`src/rtl/fpcvt_pkg.sv`:
```
// fpcvt shared types: rounding modes and exponent range helper.
// Optional out_sat port is enabled by defining FPCVT_SAT_FLAG_EN.
package fpcvt_pkg;

    typedef enum logic [1:0] {
        RND_TRUNC     = 2'd0,
        RND_HALF_UP   = 2'd1,
        RND_HALF_EVEN = 2'd2
    } rnd_mode_t;

    function automatic int calc_emax(input int in_w, input int man_w);
        return in_w - 1 - man_w;
    endfunction

endpackage

```
`src/rtl/fpcvt_if.sv`:
```
// fpcvt stream interface: input sample side and output float side.
// out_sat exists only when FPCVT_SAT_FLAG_EN is defined.
interface fpcvt_if #(
    parameter int IN_W  = 12,
    parameter int EXP_W = 3,
    parameter int MAN_W = 4
);
    logic             in_valid;
    logic             in_ready;
    logic [IN_W-1:0]  in_data;
    logic [1:0]       rnd_mode;
    logic             out_valid;
    logic             out_ready;
    logic             out_s;
    logic [EXP_W-1:0] out_e;
    logic [MAN_W-1:0] out_f;
`ifdef FPCVT_SAT_FLAG_EN
    logic             out_sat;
`endif

    modport slave (
        input  in_valid, in_data, rnd_mode, out_ready,
`ifdef FPCVT_SAT_FLAG_EN
        output out_sat,
`endif
        output in_ready, out_valid, out_s, out_e, out_f
    );

    modport master (
        output in_valid, in_data, rnd_mode, out_ready,
`ifdef FPCVT_SAT_FLAG_EN
        input  out_sat,
`endif
        input  in_ready, out_valid, out_s, out_e, out_f
    );
endinterface

```
`src/rtl/fpcvt_lzd.sv`:
```
// fpcvt leading-one detector: index of the highest set bit of a_i.
// zero_o flags an all-zero input (p_o is then 0).
module fpcvt_lzd #(
    parameter int W  = 11,
    parameter int PW = (W > 1) ? $clog2(W) : 1
) (
    input  logic [W-1:0]  a_i,
    output logic [PW-1:0] p_o,
    output logic          zero_o
);
    always_comb begin
        p_o    = '0;
        zero_o = 1'b1;
        for (int i = 0; i < W; i++) begin
            if (a_i[i]) begin
                p_o    = PW'(i);
                zero_o = 1'b0;
            end
        end
    end
endmodule

```
`src/rtl/fpcvt_pipe.sv`:
```
// fpcvt_pipe: 3-stage int -> sign/exp/mantissa converter with back-pressure.
// Define FPCVT_SAT_FLAG_EN to add the registered out_sat flag.
module fpcvt_pipe
    import fpcvt_pkg::*;
#(
    parameter int IN_W  = 12,
    parameter int EXP_W = 3,
    parameter int MAN_W = 4
) (
    input logic   clk,
    input logic   rst,
    fpcvt_if.slave bus
);
    localparam int MW   = IN_W - 1;
    localparam int PW   = (MW > 1) ? $clog2(MW) : 1;
    localparam int EMAX = calc_emax(IN_W, MAN_W);

    if ((2 ** EXP_W) - 1 < EMAX) begin : g_param_chk
        $error("fpcvt_pipe: EXP_W too small for IN_W/MAN_W");
    end

    logic ld1, ld2, ld3;
    logic v1_q, v2_q, v3_q;

    logic             s1_s_q, s1_s_d;
    logic [MW-1:0]    s1_mag_q, s1_mag_d;
    logic             s1_tr_q, s1_tr_d;
    logic             s1_he_q, s1_he_d;
    logic [IN_W-1:0]  neg, abs_v;

    logic             s2_s_q;
    logic [EXP_W-1:0] s2_e_q, s2_e_d;
    logic [MAN_W-1:0] s2_f_q, s2_f_d;
    logic             s2_g_q, s2_g_d;
    logic             s2_st_q, s2_st_d;
    logic             s2_tr_q, s2_he_q;
    logic [PW-1:0]    lz_p;
    logic             lz_zero;
    int               shamt;

    logic             s3_s_q;
    logic [EXP_W-1:0] s3_e_q, s3_e_d;
    logic [MAN_W-1:0] s3_f_q, s3_f_d;
    logic             inc;

`ifdef FPCVT_SAT_FLAG_EN
    logic s1_sat_q, s2_sat_q, s3_sat_q, s3_sat_d;
`endif

    assign ld3 = !v3_q || bus.out_ready;
    assign ld2 = !v2_q || ld3;
    assign ld1 = !v1_q || ld2;
    assign bus.in_ready = ld1 && !rst;

    // Only the most-negative input keeps the top bit set after negation.
    always_comb begin
        s1_s_d   = bus.in_data[IN_W-1];
        neg      = -bus.in_data;
        abs_v    = s1_s_d ? neg : bus.in_data;
        s1_mag_d = abs_v[IN_W-1] ? '1 : abs_v[MW-1:0];
        s1_tr_d  = bus.rnd_mode == RND_TRUNC;
        s1_he_d  = bus.rnd_mode == RND_HALF_EVEN;
    end

    fpcvt_lzd #(.W(MW), .PW(PW)) u_lzd (
        .a_i    (s1_mag_q),
        .p_o    (lz_p),
        .zero_o (lz_zero)
    );

    always_comb begin
        shamt   = int'(lz_p) - MAN_W;
        s2_e_d  = '0;
        s2_f_d  = s1_mag_q[MAN_W-1:0];
        s2_g_d  = 1'b0;
        s2_st_d = 1'b0;
        if (!lz_zero && shamt >= 0) begin
            s2_e_d  = EXP_W'(shamt + 1);
            s2_f_d  = MAN_W'(s1_mag_q >> (shamt + 1));
            s2_g_d  = |(s1_mag_q & (MW'(1) << shamt));
            s2_st_d = |(s1_mag_q & ~({MW{1'b1}} << shamt));
        end
    end

    always_comb begin
        inc = s2_tr_q ? 1'b0
            : s2_he_q ? (s2_g_q && (s2_st_q || s2_f_q[0]))
            : s2_g_q;
        s3_e_d = s2_e_q;
        s3_f_d = s2_f_q;
`ifdef FPCVT_SAT_FLAG_EN
        s3_sat_d = s2_sat_q;
`endif
        if (inc) begin
            if (!(&s2_f_q)) begin
                s3_f_d = s2_f_q + 1'b1;
            end else if (s2_e_q < EXP_W'(EMAX)) begin
                s3_f_d = {1'b1, {(MAN_W-1){1'b0}}};
                s3_e_d = s2_e_q + 1'b1;
            end
`ifdef FPCVT_SAT_FLAG_EN
            else begin
                s3_sat_d = 1'b1;
            end
`endif
        end
    end

    always_ff @(posedge clk) begin
        if (rst) begin
            v1_q     <= 1'b0;
            v2_q     <= 1'b0;
            v3_q     <= 1'b0;
            s1_s_q   <= 1'b0;
            s1_mag_q <= '0;
            s1_tr_q  <= 1'b0;
            s1_he_q  <= 1'b0;
            s2_s_q   <= 1'b0;
            s2_e_q   <= '0;
            s2_f_q   <= '0;
            s2_g_q   <= 1'b0;
            s2_st_q  <= 1'b0;
            s2_tr_q  <= 1'b0;
            s2_he_q  <= 1'b0;
            s3_s_q   <= 1'b0;
            s3_e_q   <= '0;
            s3_f_q   <= '0;
`ifdef FPCVT_SAT_FLAG_EN
            s1_sat_q <= 1'b0;
            s2_sat_q <= 1'b0;
            s3_sat_q <= 1'b0;
`endif
        end else begin
            if (ld1) begin
                v1_q     <= bus.in_valid;
                s1_s_q   <= s1_s_d;
                s1_mag_q <= s1_mag_d;
                s1_tr_q  <= s1_tr_d;
                s1_he_q  <= s1_he_d;
`ifdef FPCVT_SAT_FLAG_EN
                s1_sat_q <= abs_v[IN_W-1];
`endif
            end
            if (ld2) begin
                v2_q    <= v1_q;
                s2_s_q  <= s1_s_q;
                s2_e_q  <= s2_e_d;
                s2_f_q  <= s2_f_d;
                s2_g_q  <= s2_g_d;
                s2_st_q <= s2_st_d;
                s2_tr_q <= s1_tr_q;
                s2_he_q <= s1_he_q;
`ifdef FPCVT_SAT_FLAG_EN
                s2_sat_q <= s1_sat_q;
`endif
            end
            if (ld3) begin
                v3_q   <= v2_q;
                s3_s_q <= s2_s_q;
                s3_e_q <= s3_e_d;
                s3_f_q <= s3_f_d;
`ifdef FPCVT_SAT_FLAG_EN
                s3_sat_q <= s3_sat_d;
`endif
            end
        end
    end

    assign bus.out_valid = v3_q;
    assign bus.out_s     = s3_s_q;
    assign bus.out_e     = s3_e_q;
    assign bus.out_f     = s3_f_q;
`ifdef FPCVT_SAT_FLAG_EN
    assign bus.out_sat   = s3_sat_q;
`endif

endmodule

```
`src/flat_wrapper.sv`:
```
// flat-port wrapper written by rule: the top's interface ports become plain ports
module fpcvt_pipe_flat import fpcvt_pkg::*;
#(
    parameter int IN_W  = 12,
    parameter int EXP_W = 3,
    parameter int MAN_W = 4
)
  (clk, rst, bus_in_valid, bus_in_data, bus_rnd_mode, bus_out_ready, bus_in_ready, bus_out_valid, bus_out_s, bus_out_e, bus_out_f);
  fpcvt_if #(.IN_W(IN_W), .EXP_W(EXP_W), .MAN_W(MAN_W)) bus_i ();
  input logic clk;
  input logic rst;
  input wire logic [$bits(bus_i.in_valid)-1:0] bus_in_valid;
  input wire logic [$bits(bus_i.in_data)-1:0] bus_in_data;
  input wire logic [$bits(bus_i.rnd_mode)-1:0] bus_rnd_mode;
  input wire logic [$bits(bus_i.out_ready)-1:0] bus_out_ready;
  output wire logic [$bits(bus_i.in_ready)-1:0] bus_in_ready;
  output wire logic [$bits(bus_i.out_valid)-1:0] bus_out_valid;
  output wire logic [$bits(bus_i.out_s)-1:0] bus_out_s;
  output wire logic [$bits(bus_i.out_e)-1:0] bus_out_e;
  output wire logic [$bits(bus_i.out_f)-1:0] bus_out_f;
  assign bus_i.in_valid = bus_in_valid;
  assign bus_i.in_data = bus_in_data;
  assign bus_i.rnd_mode = bus_rnd_mode;
  assign bus_i.out_ready = bus_out_ready;
  assign bus_in_ready = bus_i.in_ready;
  assign bus_out_valid = bus_i.out_valid;
  assign bus_out_s = bus_i.out_s;
  assign bus_out_e = bus_i.out_e;
  assign bus_out_f = bus_i.out_f;
  fpcvt_pipe #(.IN_W(IN_W), .EXP_W(EXP_W), .MAN_W(MAN_W)) u_core (.clk(clk), .rst(rst), .bus(bus_i));
endmodule
```
`config.mk`:
```
export PLATFORM = sky130hd
export DESIGN_NAME = fpcvt_pipe_flat
export DESIGN_NICKNAME = d
export VERILOG_FILES = /design/src/rtl/fpcvt_pkg.sv /design/src/rtl/fpcvt_if.sv /design/src/rtl/fpcvt_lzd.sv /design/src/rtl/fpcvt_pipe.sv /design/src/flat_wrapper.sv
export SDC_FILE = /design/constraint.sdc
export NUM_CORES = 1
export LEC_CHECK = 0
export BUFFER_PORTS_ARGS = -buffer_cell sky130_fd_sc_hd__buf_2
export CORE_MARGIN = 2
export CORE_UTILIZATION = 46
export DETAILED_ROUTE_END_ITERATION = 16
export PLACE_DENSITY = 0.63
export REMOVE_ABC_BUFFERS = 1
export SYNTH_ARGS = -nofsm -noshare
export SYNTH_HDL_FRONTEND = slang
export SYNTH_SLANG_ARGS = --single-unit
export TNS_END_PERCENT = 10
```
`constraint.sdc`:
```
create_clock -name clk -period 5.8 [get_ports clk]
set_input_delay 0.29 -clock clk [delete_from_list [all_inputs] [get_ports clk]]
set_output_delay 0.29 -clock clk [all_outputs]
set_load 0.1 [all_outputs]
```
==> metrics <==
Multi-input gate area approximately 1800 µm²; fmax 262 MHz; Slew Limit Fails 0; CP peak stage delay 0.65 ns; distinct cell type count after synthesis just over 70; vias in the first global route between 2000 and 2500; Worst-Skew Late Latency 0.29 ns; Critical Path Sink u_core.s2_f_q[0]; Worst-Margin Slew 0.826 ns; initial antenna violation count 0; Synth Cell Area 2670 µm²; worst vdd ir between 0.00015 and 0.0002 V; drc violations 0; register area roughly 740 µm²; fillcell total 561; hold_buf cts 0; Worst slew margin 44.8%; first-pass GRT wire length 10800 µm; Root Buffer clkbuf_8; origin of the critical flop-to-flop path u_core.s1_mag_q[9]; area delta synth->final 8.48%; total CTS buffers 5; Die Span Y ~80 µm; fin crit share 65.7%; DIE AREA about 6400 µm²; Sink Count 37; layout cell share with drive strength beyond 1 16.5%; CP Cell Sequence inv_1 > a21oi_1 > o31ai_4 > inv_2 > ha_1 > nand2_1 > ha_1 > or4b_1 > nor3_4 > o211ai_1 > o31a_1 > o21ai_1 > o211a_1; Fin. Hold Viols 0; syn_area_per_cell between 7 and 8 µm²; Synth async-reset ratio 0%; WL final 6070 µm; Hold Path Origin bus_in_valid; diodes inserted 0; CP required 6.04 ns; Non-Filler Instances around 420; Setup TNS 0 ns; synthesized flop and latch total 37; Worst R2R End u_core.s2_f_q[0]; std cell rows 27; Final Skew 0.00284 ns; max_cap viols 0; fin crit period 3.81 ns; sequential area share after synthesis roughly 28%; DP Wirelength 4410 µm; data arrival time of the worst path about 4.1 ns; top_reg_cell synth dfxtp_1; H-Tree Depth 2; depth of the most critical reg-to-reg path 13; Crit. End Element register; post-CTS setup buffers 0; P_leak 1.14 nW; ANT nets after route 0; worst hold margin between 0.2 and 0.25 ns; critical-path maximum fanout 14; critical path class register to register; warnings from Yosys 0; Ports 28; Overflow after GRT 0; Top cell by count, worst path ha_1; total track usage 20.8%; Vias 2487; # port buffers 27; iteration-0 DRC count of the detailed router 162; CTS tree built; Final GP Congestion 0.831; final net count 382; critical path startpoint category register; CTS resizes 0; WL per Instance 14.3 µm; Chip Width 80.2 µm; Core Area 5540 µm²; DRT Pass-1 Iters 4; slowest stage cell, crit path dfxtp_1; CP startpoint u_core.s1_mag_q[9]; largest net degree at the start of global routing 40; EDFF count, synth 0; DR vias/cell about 5.9; placed insts ~420; clk slew on worst S/H paths 0.08 ns; Initial Utilization 48.2%; final setup violation count 0; clk buf depth 2; worst min-delay path class primary input to register; unrepaired setup endpoints after global routing false; PD cells 272 nW/µm²; Post-Synthesis Cells roughly 340; status complete, no violations; reg-to-reg slack, setup 1.99 ns
## cells in the final DEF (no fill, tap or decap), types with 4 or more instances in the layout
master / instances
mux2i_1: 5
nor3_1: 7
clkbuf_8: 7
buf_2: 27
ha_1: 13
a31oi_1: 4
o21ai_1: 4
o211ai_1: 4
nand2_1: 42
a211oi_1: 14
o31ai_1: 4
dfxtp_1: 37
nor2b_1: 4
nand2b_1: 7
inv_1: 9
xor2_1: 7
nor2_1: 42
o21ai_0: 10
a21oi_1: 26
nand3_1: 10
a221oi_1: 4
## cells by family (layout without fill, tap and decap cells)
kind of cell	count (synthesis)	count (layout)	synth area share [%]
and+or+nand+nor	138	138	25.8
muxes	6	6	2.30
AOI/OAI and AO/OA	99	99	27.4
adders and majority gates	13	13	6.09
buffers and inverters	33	48	6.09
xor gates and xnor gates	11	11	4.59
DFF	37	37	27.7
## synthesized netlist by cell type, types with 5 or more instances
| library cell | instances | area [µm²] |
|---|---|---|
| a21oi_1 | 26 | 130 |
| nor2_1 | 42 | 158 |
| nand2_1 | 42 | 158 |
| xor2_1 | 7 | 61.3 |
| a211oi_1 | 14 | 105 |
| dfxtp_1 | 37 | 741 |
| nand3_1 | 10 | 50.1 |
| mux2i_1 | 5 | 50.1 |
| inv_1 | 9 | 33.8 |
| ha_1 | 13 | 163 |
| nand2b_1 | 7 | 43.8 |
| clkbuf_1 | 7 | 26.3 |
| nor3_1 | 7 | 35.0 |
| buf_1 | 5 | 18.8 |
| o21ai_0 | 10 | 50.1 |
## worst min-delay path by stage
stage	end	slack [ns]	depth (start not counted)
after floorplan	u_core.s2_f_q[3]	0.36	1
after global placement	u_core.bus.out_e[1]	0.44	2
after detailed placement	u_core.bus.out_e[1]	0.44	2
after CTS	u_core.v1_q	0.20	3
after global routing	u_core.v1_q	0.22	3
final	u_core.v1_q	0.21	3
## state kept, by name, summed over array words and instances, names as in the netlist, 3 cells and up
name              flops
u_core.s2_f_q         4
u_core.s1_mag_q      11
u_core.bus.out_e      3
u_core.s2_e_q         3
u_core.bus.out_f      4
## routing by layer
metal  GRT usage [%]  up-vias  wire length [µm]
met5               0        -                 0
met1            28.4     1133              2860
li1                -     1266                 -
met4            7.29        0                91
met2            32.6       80              2790
met3            4.27        8               325
## per-stage QoR
stage          total power, W  util (%)  cell area [µm²]  setup WS (ns)
2_1_floorplan        0.000523         -             2570           2.38
3_3_place_gp         0.000585      50.4             2790           2.11
3_5_place_dp         0.000586      50.4             2790           2.04
4_1_cts              0.000791      52.3             2900           2.02
5_1_grt              0.000839      52.3             2900           1.62
6_report             0.000787      52.3             2900           1.99
## critical path, delay by kind of cell, from the launching register on
family / cells / cell delay [ns]
adder cells (fa/ha/maj): 2 / 0.56
AND/OR/NAND/NOR: 3 / 0.92
buffers and inverters: 2 / 0.26
flip-flops: 1 / 0.65
AO/OA/AOI/OAI: 6 / 1.37
## power by group
group | leakage [nW] | total (W) | internal (W) | switching [W]
registers | 0.305 | 0.000307 | 0.000276 | 0.0000310
logic | 0.783 | 0.000275 | 0.000104 | 0.000172
clock network | 0.0549 | 0.000204 | 0.000110 | 0.0000946
total | 1.14 | 0.000787 | 0.000489 | 0.000297
## layout make-up
class | instances | area share [%]
inverters | 13 | 2.03
flip-flops and latches | 37 | 25.6
clock inverters | 1 | 0.302
clock buffers | 7 | 3.33
multi-input cells | 267 | 61.0
repair buffers | 27 | 4.67
well taps | 72 | 3.11
Power figures use the tool's default switching activity.
